**src/rtl/fp_pkg.sv**
```systemverilog
// Shared floating-point types and helpers for the Precision library.
// Latency: n/a (types and pure functions only).
// Backpressure: n/a.
// Contents: operand class enum, exception flag struct, divider FSM states,
//           bias / canonical qNaN / classify helpers for any format up to 64-bit fields.
package fp_pkg;

    typedef enum logic [2:0] {
        ZERO,
        NORMAL,
        INF,
        QNAN,
        SNAN
    } fp_class_t;

    typedef struct packed {
        logic invalid;
        logic div_by_zero;
        logic overflow;
        logic underflow;
        logic inexact;
    } fp_flags_t;

    typedef enum logic [2:0] {
        IDLE,
        UNPACK,
        DIV,
        ROUND,
        HOLD
    } div_state_t;

    function automatic int exp_bias(input int exp_bits);
        return (1 << (exp_bits - 1)) - 1;
    endfunction

    // Canonical quiet NaN: sign 0, exponent all ones, fraction MSB set.
    // Returned wide; callers cast to their word width.
    function automatic logic [127:0] qnan(input int exp_bits, input int man_bits);
        logic [127:0] r;
        r = ((128'd1 << exp_bits) - 128'd1) << man_bits;
        r = r | (128'd1 << (man_bits - 1));
        return r;
    endfunction

    // Exponent zero classifies as ZERO: subnormals are flushed.
    function automatic fp_class_t classify(input logic [63:0] exp_f, input logic [63:0] man_f,
                                           input int exp_bits, input int man_bits);
        logic [63:0] exp_ones;
        exp_ones = (64'd1 << exp_bits) - 64'd1;
        if (exp_f == '0) begin
            return ZERO;
        end else if (exp_f != exp_ones) begin
            return NORMAL;
        end else if (man_f == '0) begin
            return INF;
        end else if (((man_f >> (man_bits - 1)) & 64'd1) != '0) begin
            return QNAN;
        end else begin
            return SNAN;
        end
    endfunction

endpackage

```
**src/rtl/fp_mant_div.sv**
```systemverilog
// Iterative unsigned restoring divider, one quotient bit per clock, MSB first.
// Latency: done pulses QBITS-1 cycles after the start cycle (first bit is taken on the start edge).
// Backpressure: none; quotient/sticky hold until the next start, start restarts at any time.
// Ports: clk, rst (sync, active-high), start, dividend/divisor (WIDTH, divisor != 0,
//        dividend < 2*divisor), done (1-cycle pulse), quotient (QBITS, MSB weight 2^0), sticky.
module fp_mant_div #(
    parameter int WIDTH = 11,
    parameter int QBITS = WIDTH + 2
) (
    input  logic             clk,
    input  logic             rst,
    input  logic             start,
    input  logic [WIDTH-1:0] dividend,
    input  logic [WIDTH-1:0] divisor,
    output logic             done,
    output logic [QBITS-1:0] quotient,
    output logic             sticky
);

    localparam int CW = $clog2(QBITS + 1);

    logic [WIDTH:0]   rem_q, rem_d;
    logic [WIDTH-1:0] dsr_q, dsr_d;
    logic [QBITS-1:0] quo_q, quo_d;
    logic [CW-1:0]    cnt_q, cnt_d;
    logic             done_q, done_d;

    logic [WIDTH:0]   cur_rem;
    logic [WIDTH:0]   diff;
    logic [WIDTH-1:0] cur_dsr;
    logic             ge;

    always_comb begin
        // On start the operands feed the step directly so no cycle is spent loading.
        cur_rem = start ? {1'b0, dividend} : rem_q;
        cur_dsr = start ? divisor : dsr_q;
        ge      = (cur_rem >= {1'b0, cur_dsr});
        diff    = ge ? (cur_rem - {1'b0, cur_dsr}) : cur_rem;

        rem_d  = rem_q;
        dsr_d  = dsr_q;
        quo_d  = quo_q;
        cnt_d  = cnt_q;
        done_d = 1'b0;

        if (start || (cnt_q != '0)) begin
            // diff < divisor, so dropping its MSB on the shift loses nothing.
            rem_d  = diff << 1;
            dsr_d  = cur_dsr;
            quo_d  = start ? QBITS'(ge) : {quo_q[QBITS-2:0], ge};
            cnt_d  = start ? CW'(QBITS - 1) : (cnt_q - CW'(1));
            done_d = (cnt_d == '0);
        end
    end

    always_ff @(posedge clk) begin
        if (rst) begin
            rem_q  <= '0;
            dsr_q  <= '0;
            quo_q  <= '0;
            cnt_q  <= '0;
            done_q <= 1'b0;
        end else begin
            rem_q  <= rem_d;
            dsr_q  <= dsr_d;
            quo_q  <= quo_d;
            cnt_q  <= cnt_d;
            done_q <= done_d;
        end
    end

    assign done     = done_q;
    assign quotient = quo_q;
    assign sticky   = (rem_q != '0);

endmodule

```
**src/rtl/fp_divide.sv**
```systemverilog
// Parametrised IEEE-754 divider c = a / b, round-to-nearest-even, flush-to-zero subnormals.
// Latency: out_valid rises MAN_BITS+5 cycles after the accept edge for every operand class.
// Backpressure: single op in flight; in_ready only in IDLE, result held in HOLD until out_ready.
// Ports: clk, rst (sync, active-high), in_valid/in_ready + a/b operands,
//        out_valid/out_ready + c quotient and flags {invalid, div_by_zero, overflow, underflow, inexact}.
module fp_divide
    import fp_pkg::*;
#(
    parameter int  EXP_BITS = 5,
    parameter int  MAN_BITS = 10,
    localparam int BITS     = 1 + EXP_BITS + MAN_BITS
) (
    input  logic            clk,
    input  logic            rst,
    input  logic            in_valid,
    output logic            in_ready,
    input  logic [BITS-1:0] a,
    input  logic [BITS-1:0] b,
    output logic            out_valid,
    input  logic            out_ready,
    output logic [BITS-1:0] c,
    output logic [4:0]      flags
);

    localparam int WIDTH = MAN_BITS + 1;   // mantissa with hidden bit
    localparam int QBITS = MAN_BITS + 3;   // result bits + normalisation bit + guard bit
    localparam int EW    = EXP_BITS + 2;   // signed working exponent, room for over/underflow
    localparam int BIAS  = exp_bias(EXP_BITS);
    localparam logic [EW-1:0]   EXP_MAX   = EW'((1 << EXP_BITS) - 1);
    localparam logic [BITS-1:0] QNAN_WORD = BITS'(qnan(EXP_BITS, MAN_BITS));

    div_state_t              state_q, state_d;
    logic [BITS-1:0]         a_q, a_d, b_q, b_d;
    logic [BITS-1:0]         c_q, c_d;
    logic [BITS-1:0]         spec_res_q, spec_res_d;
    fp_flags_t               flags_q, flags_d;
    fp_flags_t               spec_flags_q, spec_flags_d;
    logic                    sign_q, sign_d;
    logic                    special_q, special_d;
    logic signed [EW-1:0]    exp_q, exp_d;

    // Unpack
    logic [EXP_BITS-1:0]     ea, eb;
    logic [MAN_BITS-1:0]     fa, fb;
    fp_class_t               cls_a, cls_b;
    logic                    sign_u;
    logic signed [EW-1:0]    exp_u;
    logic                    spec_u;
    logic [BITS-1:0]         spec_res_u;
    fp_flags_t               spec_flags_u;
    logic [WIDTH-1:0]        ma, mb;

    // Mantissa divider
    logic                    div_start, div_done, div_sticky;
    logic [QBITS-1:0]        div_quo;

    // Round
    logic                    q_ge1, guard, stk, rnd_up, carry;
    logic [WIDTH-1:0]        mant;
    logic [WIDTH:0]          mant_r;
    logic [MAN_BITS-1:0]     frac;
    logic signed [EW-1:0]    exp_n;
    logic [BITS-1:0]         rnd_res;
    fp_flags_t               rnd_flags;

    always_comb begin
        ea     = a_q[BITS-2:MAN_BITS];
        eb     = b_q[BITS-2:MAN_BITS];
        fa     = a_q[MAN_BITS-1:0];
        fb     = b_q[MAN_BITS-1:0];
        cls_a  = classify(64'(ea), 64'(fa), EXP_BITS, MAN_BITS);
        cls_b  = classify(64'(eb), 64'(fb), EXP_BITS, MAN_BITS);
        sign_u = a_q[BITS-1] ^ b_q[BITS-1];
        exp_u  = $signed({2'b00, ea}) - $signed({2'b00, eb}) + EW'(BIAS);
        // Hidden bit always set: specials bypass the quotient, and a nonzero divisor keeps the divider sane.
        ma     = {1'b1, fa};
        mb     = {1'b1, fb};

        spec_u       = 1'b1;
        spec_res_u   = '0;
        spec_flags_u = '0;
        if ((cls_a == QNAN) || (cls_a == SNAN) || (cls_b == QNAN) || (cls_b == SNAN)) begin
            spec_res_u           = QNAN_WORD;
            spec_flags_u.invalid = (cls_a == SNAN) || (cls_b == SNAN);
        end else if (((cls_a == ZERO) && (cls_b == ZERO)) || ((cls_a == INF) && (cls_b == INF))) begin
            spec_res_u           = QNAN_WORD;
            spec_flags_u.invalid = 1'b1;
        end else if ((cls_a == NORMAL) && (cls_b == ZERO)) begin
            spec_res_u               = {sign_u, {EXP_BITS{1'b1}}, {MAN_BITS{1'b0}}};
            spec_flags_u.div_by_zero = 1'b1;
        end else if (cls_a == INF) begin
            spec_res_u = {sign_u, {EXP_BITS{1'b1}}, {MAN_BITS{1'b0}}};
        end else if ((cls_b == INF) || (cls_a == ZERO)) begin
            spec_res_u = {sign_u, {(BITS-1){1'b0}}};
        end else begin
            spec_u = 1'b0;
        end
    end

    assign div_start = (state_q == UNPACK);

    fp_mant_div #(
        .WIDTH (WIDTH),
        .QBITS (QBITS)
    ) u_mant_div (
        .clk      (clk),
        .rst      (rst),
        .start    (div_start),
        .dividend (ma),
        .divisor  (mb),
        .done     (div_done),
        .quotient (div_quo),
        .sticky   (div_sticky)
    );

    always_comb begin
        // Quotient MSB has weight 2^0; below 1 the quotient is renormalised one place left.
        q_ge1 = div_quo[QBITS-1];
        if (q_ge1) begin
            mant  = div_quo[QBITS-1:2];
            guard = div_quo[1];
            stk   = div_quo[0] | div_sticky;
        end else begin
            mant  = div_quo[QBITS-2:1];
            guard = div_quo[0];
            stk   = div_sticky;
        end
        rnd_up = guard & (stk | mant[0]);
        mant_r = {1'b0, mant} + {{WIDTH{1'b0}}, rnd_up};
        carry  = mant_r[WIDTH];
        // A rounding carry leaves 10.00..0; shifting right one place keeps the fraction zero.
        frac   = carry ? mant_r[MAN_BITS:1] : mant_r[MAN_BITS-1:0];
        exp_n  = exp_q - EW'(!q_ge1) + EW'(carry);

        rnd_res           = {sign_q, exp_n[EXP_BITS-1:0], frac};
        rnd_flags         = '0;
        rnd_flags.inexact = guard | stk;
        if (exp_n[EW-1] || (exp_n == '0)) begin
            rnd_res             = {sign_q, {(BITS-1){1'b0}}};
            rnd_flags.underflow = 1'b1;
            rnd_flags.inexact   = 1'b1;
        end else if ($unsigned(exp_n) >= EXP_MAX) begin
            rnd_res            = {sign_q, {EXP_BITS{1'b1}}, {MAN_BITS{1'b0}}};
            rnd_flags.overflow = 1'b1;
            rnd_flags.inexact  = 1'b1;
        end
    end

    always_comb begin
        state_d      = state_q;
        a_d          = a_q;
        b_d          = b_q;
        c_d          = c_q;
        flags_d      = flags_q;
        sign_d       = sign_q;
        exp_d        = exp_q;
        special_d    = special_q;
        spec_res_d   = spec_res_q;
        spec_flags_d = spec_flags_q;

        case (state_q)
            IDLE: begin
                if (in_valid) begin
                    a_d     = a;
                    b_d     = b;
                    state_d = UNPACK;
                end
            end
            UNPACK: begin
                sign_d       = sign_u;
                exp_d        = exp_u;
                special_d    = spec_u;
                spec_res_d   = spec_res_u;
                spec_flags_d = spec_flags_u;
                state_d      = DIV;
            end
            DIV: begin
                if (div_done) begin
                    state_d = ROUND;
                end
            end
            ROUND: begin
                c_d     = special_q ? spec_res_q : rnd_res;
                flags_d = special_q ? spec_flags_q : rnd_flags;
                state_d = HOLD;
            end
            HOLD: begin
                if (out_ready) begin
                    state_d = IDLE;
                end
            end
            default: state_d = IDLE;
        endcase
    end

    always_ff @(posedge clk) begin
        if (rst) begin
            state_q      <= IDLE;
            a_q          <= '0;
            b_q          <= '0;
            c_q          <= '0;
            flags_q      <= '0;
            sign_q       <= 1'b0;
            exp_q        <= '0;
            special_q    <= 1'b0;
            spec_res_q   <= '0;
            spec_flags_q <= '0;
        end else begin
            state_q      <= state_d;
            a_q          <= a_d;
            b_q          <= b_d;
            c_q          <= c_d;
            flags_q      <= flags_d;
            sign_q       <= sign_d;
            exp_q        <= exp_d;
            special_q    <= special_d;
            spec_res_q   <= spec_res_d;
            spec_flags_q <= spec_flags_d;
        end
    end

    assign in_ready  = (state_q == IDLE);
    assign out_valid = (state_q == HOLD);
    assign c         = c_q;
    assign flags     = flags_q;

endmodule

```
**config.mk**
```make
export PLATFORM = sky130hd
export DESIGN_NAME = fp_divide
export DESIGN_NICKNAME = d
export VERILOG_FILES = /design/src/rtl/fp_pkg.sv /design/src/rtl/fp_mant_div.sv /design/src/rtl/fp_divide.sv
export SDC_FILE = /design/constraint.sdc
export NUM_CORES = 1
export LEC_CHECK = 0
export CORE_UTILIZATION = 30
export DETAILED_ROUTE_END_ITERATION = 12
export DONT_BUFFER_PORTS = 1
export GPL_ROUTABILITY_DRIVEN = 0
export PLACE_DENSITY = 0.55
export SYNTH_ARGS = -nofsm -noshare
export SYNTH_HDL_FRONTEND = slang
export SYNTH_SLANG_ARGS = --single-unit
```
**constraint.sdc**
```tcl
create_clock -name clk -period 4.4 [get_ports clk]
set_clock_uncertainty 0.05 [all_clocks]
set_input_delay 0.66 -clock clk [delete_from_list [all_inputs] [get_ports clk]]
set_output_delay 0.66 -clock clk [all_outputs]
set_load 0.005 [all_outputs]
```
After elaboration in Yosys (flattened, before gate mapping). Cells that the tools add are included.

Bits in latches: 0. Bits in read-only memories: 0. Memories: 0. Output and inout bits: 23. RAM bits: 0. Bits in registers: 123. Logic and storage cells: 122.

$mul: 0. Shifts and indexed selects: 0. Mux-type cells: 45. Equality and inequality tests: 16. Reductions and logical operators: 26. $lt $le $gt $ge: 2. Div/mod/pow operators: 0. Add/sub/neg operators: 7. Bitwise logic cells: 6.

Operators with widths (number): $mux W16 (6); $mux W11 (3); $mux W3 (11); $mux W15 (2); $logic_not A10 Y1 (2); $eq A3 B2 Y1 const B (6); $mux W1 (17); $pmux W3 S5 (1); $mux W13 (1); $add A11 B1 Y12 (1); $ge A12 B11 Y1 (1); $mux W12 (1); $reduce_bool A12 Y1 (1); $sub A11 B11 Y11 (1); $logic_not A5 Y1 (2); $mux W10 (1); $ne A5 B5 Y1 const B (2); $eq A3 B3 Y1 const B (3); $logic_not A3 Y1 (3); $logic_or A1 B1 Y1 (8); $add A6 B5 Y7 const B (1); $add A7 B1 Y7 (1); $ge A7 B5 Y1 const B (1); $logic_not A7 Y1 (1); 19 further kinds (25).

Depth between registers and ports, before layout. Gate-level depths: netlist of run 1.

Word-level depth: 11. Depth in mapped cells: 18. Depth with buffers taken out: 15.

By module. Synthesis of run 1 repeated with hierarchy kept, for this count alone.

Cells, all modules: 755. Area, all modules: 6190.9 µm².

Modules (own cells, without submodules): fp_divide (area an instance 3891.2 µm², instances 1, cells an instance 490, sequential area each 1401.3 µm²); fp_mant_div (area an instance 2299.7 µm², instances 1, cells an instance 265, sequential area each 800.8 µm²).

Least setup slack after synthesis of run 1. No wires, ideal clock.

Path kind: register to register. Start point: register u_mant_div.quo_q[12], in the netlist u_mant_div.quotient[12]. End point: register c_q[2], in the netlist c[2]. Path buffers: 3. Setup slack: 0.242 ns. Cell stages (with the launch flop): 19. Setup time: 0.096 ns. Data required time: 4.254 ns. Period minus slack after synthesis: 4.158 ns. Arrival: 4.013 ns. Cell sequence: dfxtp_1 buf_4 nand2_1 a2111oi_2 and3_1 buf_2 inv_1 ha_1 inv_1 ha_1 inv_1 fa_1 nor2b_4 o31a_1 o32ai_1 or3_1 buf_2 nand4b_4 o41ai_2.

Word-level cells in the longest chain between the ends: 9.

Ends and longest elaborated chain: from (decl) (RTL line fp_mant_div.sv:24) `logic [QBITS-1:0] quo_q, quo_d;`; from (signal assigned) (RTL line fp_mant_div.sv:66) `quo_q <= quo_d;`; $mux W1 / $mux W11 (equally long branches) (RTL line fp_divide.sv:119) `if (q_ge1) begin`; $or A1 B1 Y1 (RTL line fp_divide.sv:128) `rnd_up = guard & (stk | mant[0]);`; $and A1 B1 Y1 (RTL line fp_divide.sv:128); $add A11 B1 Y12 (RTL line fp_divide.sv:129) `mant_r = {1'b0, mant} + {{WIDTH{1'b0}}, rnd_up};`; $add A7 B1 Y7 (RTL line fp_divide.sv:133) `exp_n = exp_q - EW'(!q_ge1) + EW'(carry);`; $ge A7 B5 Y1 / $logic_not A7 Y1 (equally long branches) (RTL line fp_divide.sv:142, fp_divide.sv:138); $mux W15 / $logic_or A1 B1 Y1 (equally long branches) (RTL line fp_divide.sv:142, fp_divide.sv:138); $mux W15 (*) (RTL line fp_divide.sv:138) `if (exp_n[EW-1] || (exp_n == '0)) begin`; $mux W16 (*) (RTL line fp_divide.sv:183) `c_d = special_q ? spec_res_q : rnd_res;`; to (signal assigned) (RTL line fp_divide.sv:201) `c_q <= '0;`; to (signal assigned) (RTL line fp_divide.sv:212) `c_q <= c_d;`; to (decl) (RTL line fp_divide.sv:34) `logic [BITS-1:0] c_q, c_d;`.

Mark *: on every way between the ends. The rest lies on a longest branch, timed or not. A chain may end at the register's enable or synchronous reset.

Worst setup path in the final report of run 1.
Start point: register u_mant_div.quo_q[3], in the netlist u_mant_div.quotient[3]. End point: register c_q[2], in the netlist c[2].

Word-level cells in the longest chain between the ends: 7.

Ends and longest elaborated chain (RTL line): $mux W11 (*) (fp_divide.sv:119); $add A11 B1 Y12 (*) (fp_divide.sv:129); $add A7 B1 Y7 (fp_divide.sv:133); $ge A7 B5 Y1 / $logic_not A7 Y1 (equally long branches) (fp_divide.sv:142, fp_divide.sv:138); $mux W15 / $logic_or A1 B1 Y1 (equally long branches) (fp_divide.sv:142, fp_divide.sv:138); $mux W15 (*) (fp_divide.sv:138); $mux W16 (*) (fp_divide.sv:183).

Marked as above.

==> qor.csv, run 1 <==
stage,metric,value,unit
run_status,status,finished clean,
timing,post-layout min period,4110,ps
yosys,"Async S/R FF share, synth",0,%
clock_network,Root Driver,clkbuf_16,
place,# placed instances,1032,
worst_setup_path,r2r startpoint,u_mant_div.quotient[3],
worst_setup_path,Critical Path RT,4610,ps
worst_setup_path,crit path max fanout,9,
layout,final net count,839,
place,DP HPWL,11.5,mm
detailed_routing,drt wl/cell,14.8,µm
global_route,first-pass GRT wire length,26.0,mm
floorplan,io pins,59,
floorplan,cell row count,52,
timing,worst slew pin tran,1060,ps
worst_setup_path,Worst setup SP type,register,
worst_hold_path,hold crit path type,input port to register,
global_route,antenna violations before repair,0,
detailed_routing,Remaining DRCs,0,
flow_run,maxcap violations,0,
detailed_routing,DR vias,5345,
floorplan,Die Y,147,µm
detailed_routing,DR iter-0 viols,268,
power_and_ir_drop,pwr/cell area,502,nW/µm²
timing,final setup TNS,0,ps
place,Port Buffer Count,0,
worst_setup_path,"Arr. time, crit path",4320,ps
worst_setup_path,internal reg-to-reg setup slack,290,ps
timing,endpoints failing hold,0,
floorplan,Core Area,20400,µm²
yosys,synth top area cells,"dfxtp_1 (35%), nand2_1 (9.8%), a21oi_1 (5.5%), ha_1 (5.4%), nor2_1 (4.2%)",
clock_network,H-tree levels,3,
layout,Area Growth Syn to Fin,8.34,%
timing,Hold WS,319,ps
layout,ANT cells,0,
layout,share of layout cells above drive strength 1,5.53,%
power_and_ir_drop,worst vdd ir,0.000217,V
yosys,Syn Inst Count,804,
floorplan,Initial Util,30.9,%
power_and_ir_drop,P_leak,2.45,nW
global_route,vias in the first global route,5049,
yosys,mapped cell area,6290,µm²
place,area post-placement,6490,µm²
worst_setup_path,"Worst Path Class, Setup",register to register,
worst_setup_path,CP Cell Sequence,"nand3_1, a2111oi_4, and3_1, inv_1, ha_1, inv_1, ha_1, inv_1, fa_1, nor2b_4, o31a_1, o32ai_1, or3_4, nand4b_4, o41ai_2",
place,DP Worst Slack,232,ps
yosys,most common cell in the synthesized netlist,nand2_1,
timing,fmax,243,MHz
yosys,most frequent cells after synthesis,"nand2_1 (165), dfxtp_1 (110), nor2_1 (71)",
timing,RSZ-0062 raised after global routing,false,
clock_network,worst-skew pair later-pin latency,360,ps
detailed_routing,Vias/cell,5.10,
detailed_routing,router iterations before antenna repair,4,
timing,max-slew violations,0,
clock_network,Post CTS Setup Buffer Count,0,
layout,Layout fillers,2175,
layout,Post-Layout Cell Count,1048,
yosys,Synth cell types,77,
worst_hold_path,hold path startpoint,rst,
clock_network,Inserted Clock Buffers,9,
layout,Finished Core Util,33.5,%
worst_hold_path,hold path depth,1,
yosys,syn_area_per_cell,7.82,µm²
yosys,Post-synth EDFFs,0,
global_route,GRT Resource Usage Total,15.0,%
worst_setup_path,slowest cell on the critical path,fa_1,
worst_setup_path,"most used cell, CP",inv_1,
timing,final worst slack,289,ps
worst_hold_path,Hold EP,state_q[2],
global_route,largest net degree at the start of global routing,90,
worst_setup_path,Critical Path Max Stage Delay,440,ps
yosys,ys flop type,dfxtp_1,
yosys,register area share after synthesis,35.0,%
power_and_ir_drop,Total Power,3.42,mW
detailed_routing,post-route ant nets,0,
clock_network,clock tree buffer depth,2,
timing,final critical-path share of the clock period,93.4,%
yosys,top cell type's share of synthesized area,35.0,%
timing,Setup-failing EPs final,0,
yosys,Syn. warnings,0,
clock_network,"Reg clk slew, reported paths",70,ps
floorplan,die width,147,µm
yosys,Yosys top cell by area,dfxtp_1,
timing,Slew headroom,29.1,%
detailed_routing,total wire length,15.5,mm
clock_network,TritonCTS clock tree,done,
clock_network,Sink Count,110,
worst_setup_path,Worst R2R Path Depth,15,
worst_setup_path,reg-to-reg endpoint,c[2],
layout,design area,6810,µm²
yosys,number of synthesized register bits,110,
worst_setup_path,CP Capture Type,register,
floorplan,die area,21500,µm²
yosys,syn nets,870,
global_route,total gr overflow,0,
==> power breakdown <==
group          internal [mW]  switching, mW
logic                  0.514          0.856
registers               1.10         0.0927
clock network          0.451          0.404
==> repair_timing <==
item,4_1_cts,5_1_grt
endpoints found under the hold margin,0,0
gates resized for setup,0,2
hold buffers,0,0
endpoints found under the setup margin,0,8
==> critical path: cells and delay by family (launching register included) <==
kind / cells / cell delay [ps]
fa+ha+maj: 3 / 910
compound gates: 4 / 1100
flops: 1 / 430
buf+inv: 3 / 180
simple gates: 5 / 1340
==> metal layers <==
layer	vias up	wire (µm)	track usage [%]
li1	2777	-	-
met1	2465	7400	19.4
met4	0	237	4.79
met5	-	0	0
met3	16	590	3.01
met2	87	7300	24.8
==> placed cells by master (no fill, tap or decap), types with 8 or more instances in the layout <==
cell type  count
nand2_1      165
o21ai_0       21
clkbuf_16      9
o31ai_1       12
nand3_1       14
nor2_1        71
xnor2_1       14
a31oi_1        9
dfxtp_1      110
xor2_1        11
inv_1         30
a21oi_1       69
nor3_1        16
nor4_1        10
nor3b_1        9
and2_1         8
ha_1          27
mux2i_1       20
a211oi_1      14
==> worst max path at each step <==
stage                      end  cells past startpoint                    start
final                     c[2]                     15   u_mant_div.quotient[3]
after global routing      c[2]                     15   u_mant_div.quotient[3]
after CTS                 c[2]                     15   u_mant_div.quotient[3]
after detailed placement  c[2]                     15   u_mant_div.quotient[3]
after global placement    c[8]                     15   u_mant_div.quotient[3]
after floorplan           c[2]                     18  u_mant_div.quotient[12]
==> cell type report <==
class | instances | area, µm² | share of cell area, %
Multi-Input combinational cell | 615 | 3800 | 55.8
Timing Repair Buffer | 7 | 52.6 | 0.771
Clock buffer | 9 | 225 | 3.31
Inverter | 30 | 113 | 1.65
Tap cell | 270 | 338 | 4.96
Sequential cell | 110 | 2200 | 32.3
Clock inverter | 7 | 80.1 | 1.18
==> cell families after synthesis <==
family | count (synthesis) | share of synthesized area [%]
DFF | 110 | 35.0
buffers and inverters | 79 | 4.87
AOI/OAI and AO/OA | 193 | 20.9
adders and majority gates | 30 | 6.33
and+or+nand+nor | 344 | 25.7
muxes | 23 | 3.72
xor gates and xnor gates | 25 | 3.48
==> state kept, by name, indices dropped and copies added, names as in the netlist <==
| register | flops |
|---|---|
| a_q | 16 |
| b_q | 16 |
| c | 16 |
| exp_q | 7 |
| flags | 5 |
| sign_q | 1 |
| spec_flags_q | 2 |
| spec_res_q | 3 |
| special_q | 1 |
| state_q | 3 |
| u_mant_div.cnt_q | 4 |
| u_mant_div.done | 1 |
| u_mant_div.dsr_q | 11 |
| u_mant_div.quotient | 13 |
| u_mant_div.rem_q | 11 |
No activity file was read; power rests on OpenSTA's default activity.
==> run 2: changes to the inputs <==
--- a/config.mk
+++ b/config.mk
@@ -5,6 +5,7 @@
 export SDC_FILE = /design/constraint.sdc
 export NUM_CORES = 1
 export LEC_CHECK = 0
+export ABC_AREA = 1
 export CORE_UTILIZATION = 30
 export DETAILED_ROUTE_END_ITERATION = 12
 export DONT_BUFFER_PORTS = 1
==> run 2 against run 1 <==
  * Power grew 35%
  * Synthesized cell count rose by 17%
  * Highest routed layer unchanged
  * Critical path type unchanged
  * Critical endpoint is now flags[0]
  * Clock power up 5.3%
  * Register-to-register slack gained 220 ps
==> qor.csv, run 2 <==
stage,metric,value,unit,change
run_status,status,finished clean,,
detailed_routing,DR vias,5594,,+4.7%
worst_setup_path,"Worst Path Class, Setup",register to register,,
global_route,vias in the first global route,5258,,+4.1%
clock_network,Post CTS Setup Buffer Count,0,,unchanged
timing,Slew headroom,55.9,%,+27 points
timing,Hold WS,307,ps,-12.2 ps
worst_setup_path,"Arr. time, crit path",4100,ps,-220 ps
timing,endpoints failing hold,0,,unchanged
yosys,Post-synth EDFFs,0,,unchanged
timing,fmax,257,MHz,+5.6%
clock_network,clock tree buffer depth,2,,unchanged
clock_network,Hold Buf Count CTS,0,,unchanged
layout,Finished Core Util,33.4,%,about the same
timing,post-layout min period,3890,ps,-218 ps
global_route,largest net degree at the start of global routing,47,,-48%
yosys,Yosys top cell by area,dfxtp_1,,
global_route,first-pass GRT wire length,26.1,mm,+0.45%
worst_hold_path,hold crit path type,input port to register,,
layout,"commonest non-fill, non-tap cell in the layout",nand2_1,,
worst_setup_path,Critical Path RT,4610,ps,about the same
timing,final setup TNS,0,ps,unchanged
floorplan,die area,21400,µm²,-0.49%
layout,final net count,989,,+18%
yosys,ys flop type,dfxtp_1,,
layout,share of layout cells above drive strength 1,4.53,%,-1.0 points
floorplan,cell row count,52,,unchanged
power_and_ir_drop,pwr/cell area,679,nW/µm²,+35%
detailed_routing,Vias/cell,4.67,,-8.4%
timing,final critical-path share of the clock period,88.5,%,-5.0 points
worst_setup_path,crit path max fanout,15,,+6
yosys,top cell type's share of synthesized area,35.2,%,+0.17 points
yosys,most common cell in the synthesized netlist,nand2_1,,
timing,worst slew pin tran,661,ps,-400 ps
floorplan,io pins,59,,unchanged
layout,ANT cells,0,,unchanged
detailed_routing,router iterations before antenna repair,5,,+1
place,DP HPWL,11.7,mm,+1.6%
detailed_routing,DR iter-0 viols,288,,+7.5%
power_and_ir_drop,P_leak,3.07,nW,+25%
yosys,mapped cell area,6260,µm²,-0.50%
yosys,register area share after synthesis,35.2,%,+0.17 points
floorplan,die width,146,µm,-0.25%
yosys,"Async S/R FF share, synth",0,%,unchanged
clock_network,worst-skew pair later-pin latency,360,ps,about the same
layout,Layout fillers,2233,,+2.7%
power_and_ir_drop,worst vdd ir,0.000274,V,+27%
worst_setup_path,Worst setup SP type,register,,
yosys,number of synthesized register bits,110,,unchanged
power_and_ir_drop,Total Power,4.63,mW,+35%
clock_network,CTS resizes,0,,unchanged
detailed_routing,total wire length,15.4,mm,-0.94%
global_route,antenna violations before repair,0,,unchanged
yosys,most frequent cells after synthesis,"nand2_1 (198), inv_1 (149), dfxtp_1 (110)",,
timing,Setup-failing EPs final,0,,unchanged
timing,RSZ-0062 raised after global routing,false,,
place,area post-placement,6490,µm²,about the same
detailed_routing,Remaining DRCs,0,,unchanged
floorplan,Core Area,20400,µm²,unchanged
yosys,syn_area_per_cell,6.64,µm²,-15%
detailed_routing,drt wl/cell,12.8,µm,-13%
global_route,total gr overflow,0,,unchanged
yosys,syn nets,1009,,+16%
layout,register area,2200,µm²,unchanged
yosys,synth top area cells,"dfxtp_1 (35%), nand2_1 (12%), inv_1 (8.9%), a21oi_1 (7.2%), o21ai_0 (7.1%)",,
clock_network,Inserted Clock Buffers,9,,unchanged
yosys,Syn Inst Count,943,,+17%
floorplan,Initial Util,30.7,%,-0.15 points
yosys,Synth cell types,42,,-45%
floorplan,Die Y,146,µm,-0.25%
clock_network,TritonCTS clock tree,done,,
layout,most frequent cells in the layout,"nand2_1 (198), inv_1 (149), dfxtp_1 (110)",,
clock_network,Root Driver,clkbuf_16,,
layout,area taken by multi-input logic gates,3330,µm²,-12%
layout,design area,6810,µm²,about the same
detailed_routing,post-route ant nets,0,,unchanged
place,Port Buffer Count,0,,unchanged
clock_network,H-tree levels,3,,unchanged
yosys,Syn. warnings,0,,unchanged
flow_run,maxcap violations,0,,unchanged
clock_network,"Reg clk slew, reported paths",80,ps,about the same
layout,Area Growth Syn to Fin,8.84,%,
clock_network,Sink Count,110,,unchanged
worst_setup_path,CP Capture Type,register,,
global_route,GRT Resource Usage Total,15.1,%,+0.077 points
timing,max-slew violations,0,,unchanged
[run 2: changes by cell type after synthesis, sizes merged, moves of 12 or more]
cell    delta
nand2     +33
inv      +121
nand3     +57
mux2i     -20
o31ai     -12
o21ai     +78
a211oi    -12
a21oi     +21
nand4     +17
[run 2: power by group]
group	switching (mW)	internal, mW	total, mW
combinational	1.55	0.803	2.36
clock	0.395	0.505	0.900
sequential	0.156	1.21	1.37
total	2.10	2.52	4.63
[run 2: critical path, stage by stage, from the launching register on]
cell     delay, ps
dfxtp_1        510
buf_4          260
nand2_1         70
o21ai_1         90
nand2_1        150
nor2_2         240
nand2_1        100
inv_1           80
nand3_1         70
ha_1           270
inv_1           60
ha_1           180
inv_1           60
fa_1           410
inv_1          100
nand2_1         70
nand4_1         70
nand2_1         80
nor2_1         180
nand2_1        270
o21ai_0        230
nand3_1         90
nand2_1         60
inv_1           40
[run 2: path summary, 6_finish.rpt]
| path | startpoint | endpoint | slack, ps | depth (start not counted) |
|---|---|---|---|---|
| worst min-delay path | rst | c[4] | 310 | 1 |
| worst min register to register | spec_res_q[15] | spec_res_q[15] | 410 | 2 |
| worst max register to register | u_mant_div.quotient[12] | flags[0] | 510 | 23 |
| worst max-delay path | u_mant_div.quotient[12] | flags[0] | 510 | 23 |
[run 2: logic make-up (layout without fill, tap and decap cells)]
family | Yosys count | after routing | synth area share [%]
buffers and inverters | 190 | 175 | 11.6
and+or+nand+nor | 389 | 389 | 27.2
AOI/OAI and AO/OA | 208 | 208 | 17.4
DFF | 110 | 110 | 35.2
adders and majority gates | 30 | 30 | 6.36
xor gates and xnor gates | 16 | 16 | 2.24
[run 2: per-stage QoR]
| step | instances | worst slack (ps) |
|---|---|---|
| 2_1_floorplan | 943 | 947 |
| 3_3_place_gp | 1182 | 452 |
| 3_5_place_dp | 1182 | 342 |
| 4_1_cts | 1198 | 341 |
| 5_1_grt | 1198 | 9.05 |
| 6_report | 1198 | 507 |
[run 2: area by class of cell]
type	instances	share of cell area (%)
Multi-Input combinational cell	643	48.9
Sequential cell	110	32.3
Inverter	153	8.45
Tap cell	270	4.96
Clock buffer	10	3.36
Clock inverter	6	1.36
Timing Repair Buffer	6	0.661
[run 2: metal layers]
metal,up-vias,share of wire [%],GRT usage (%)
li1,3009,-,-
met1,2494,52,20.9
met2,78,43,23.3
met3,13,4.6,4.06
met4,0,0.95,3.33
met5,-,0,0
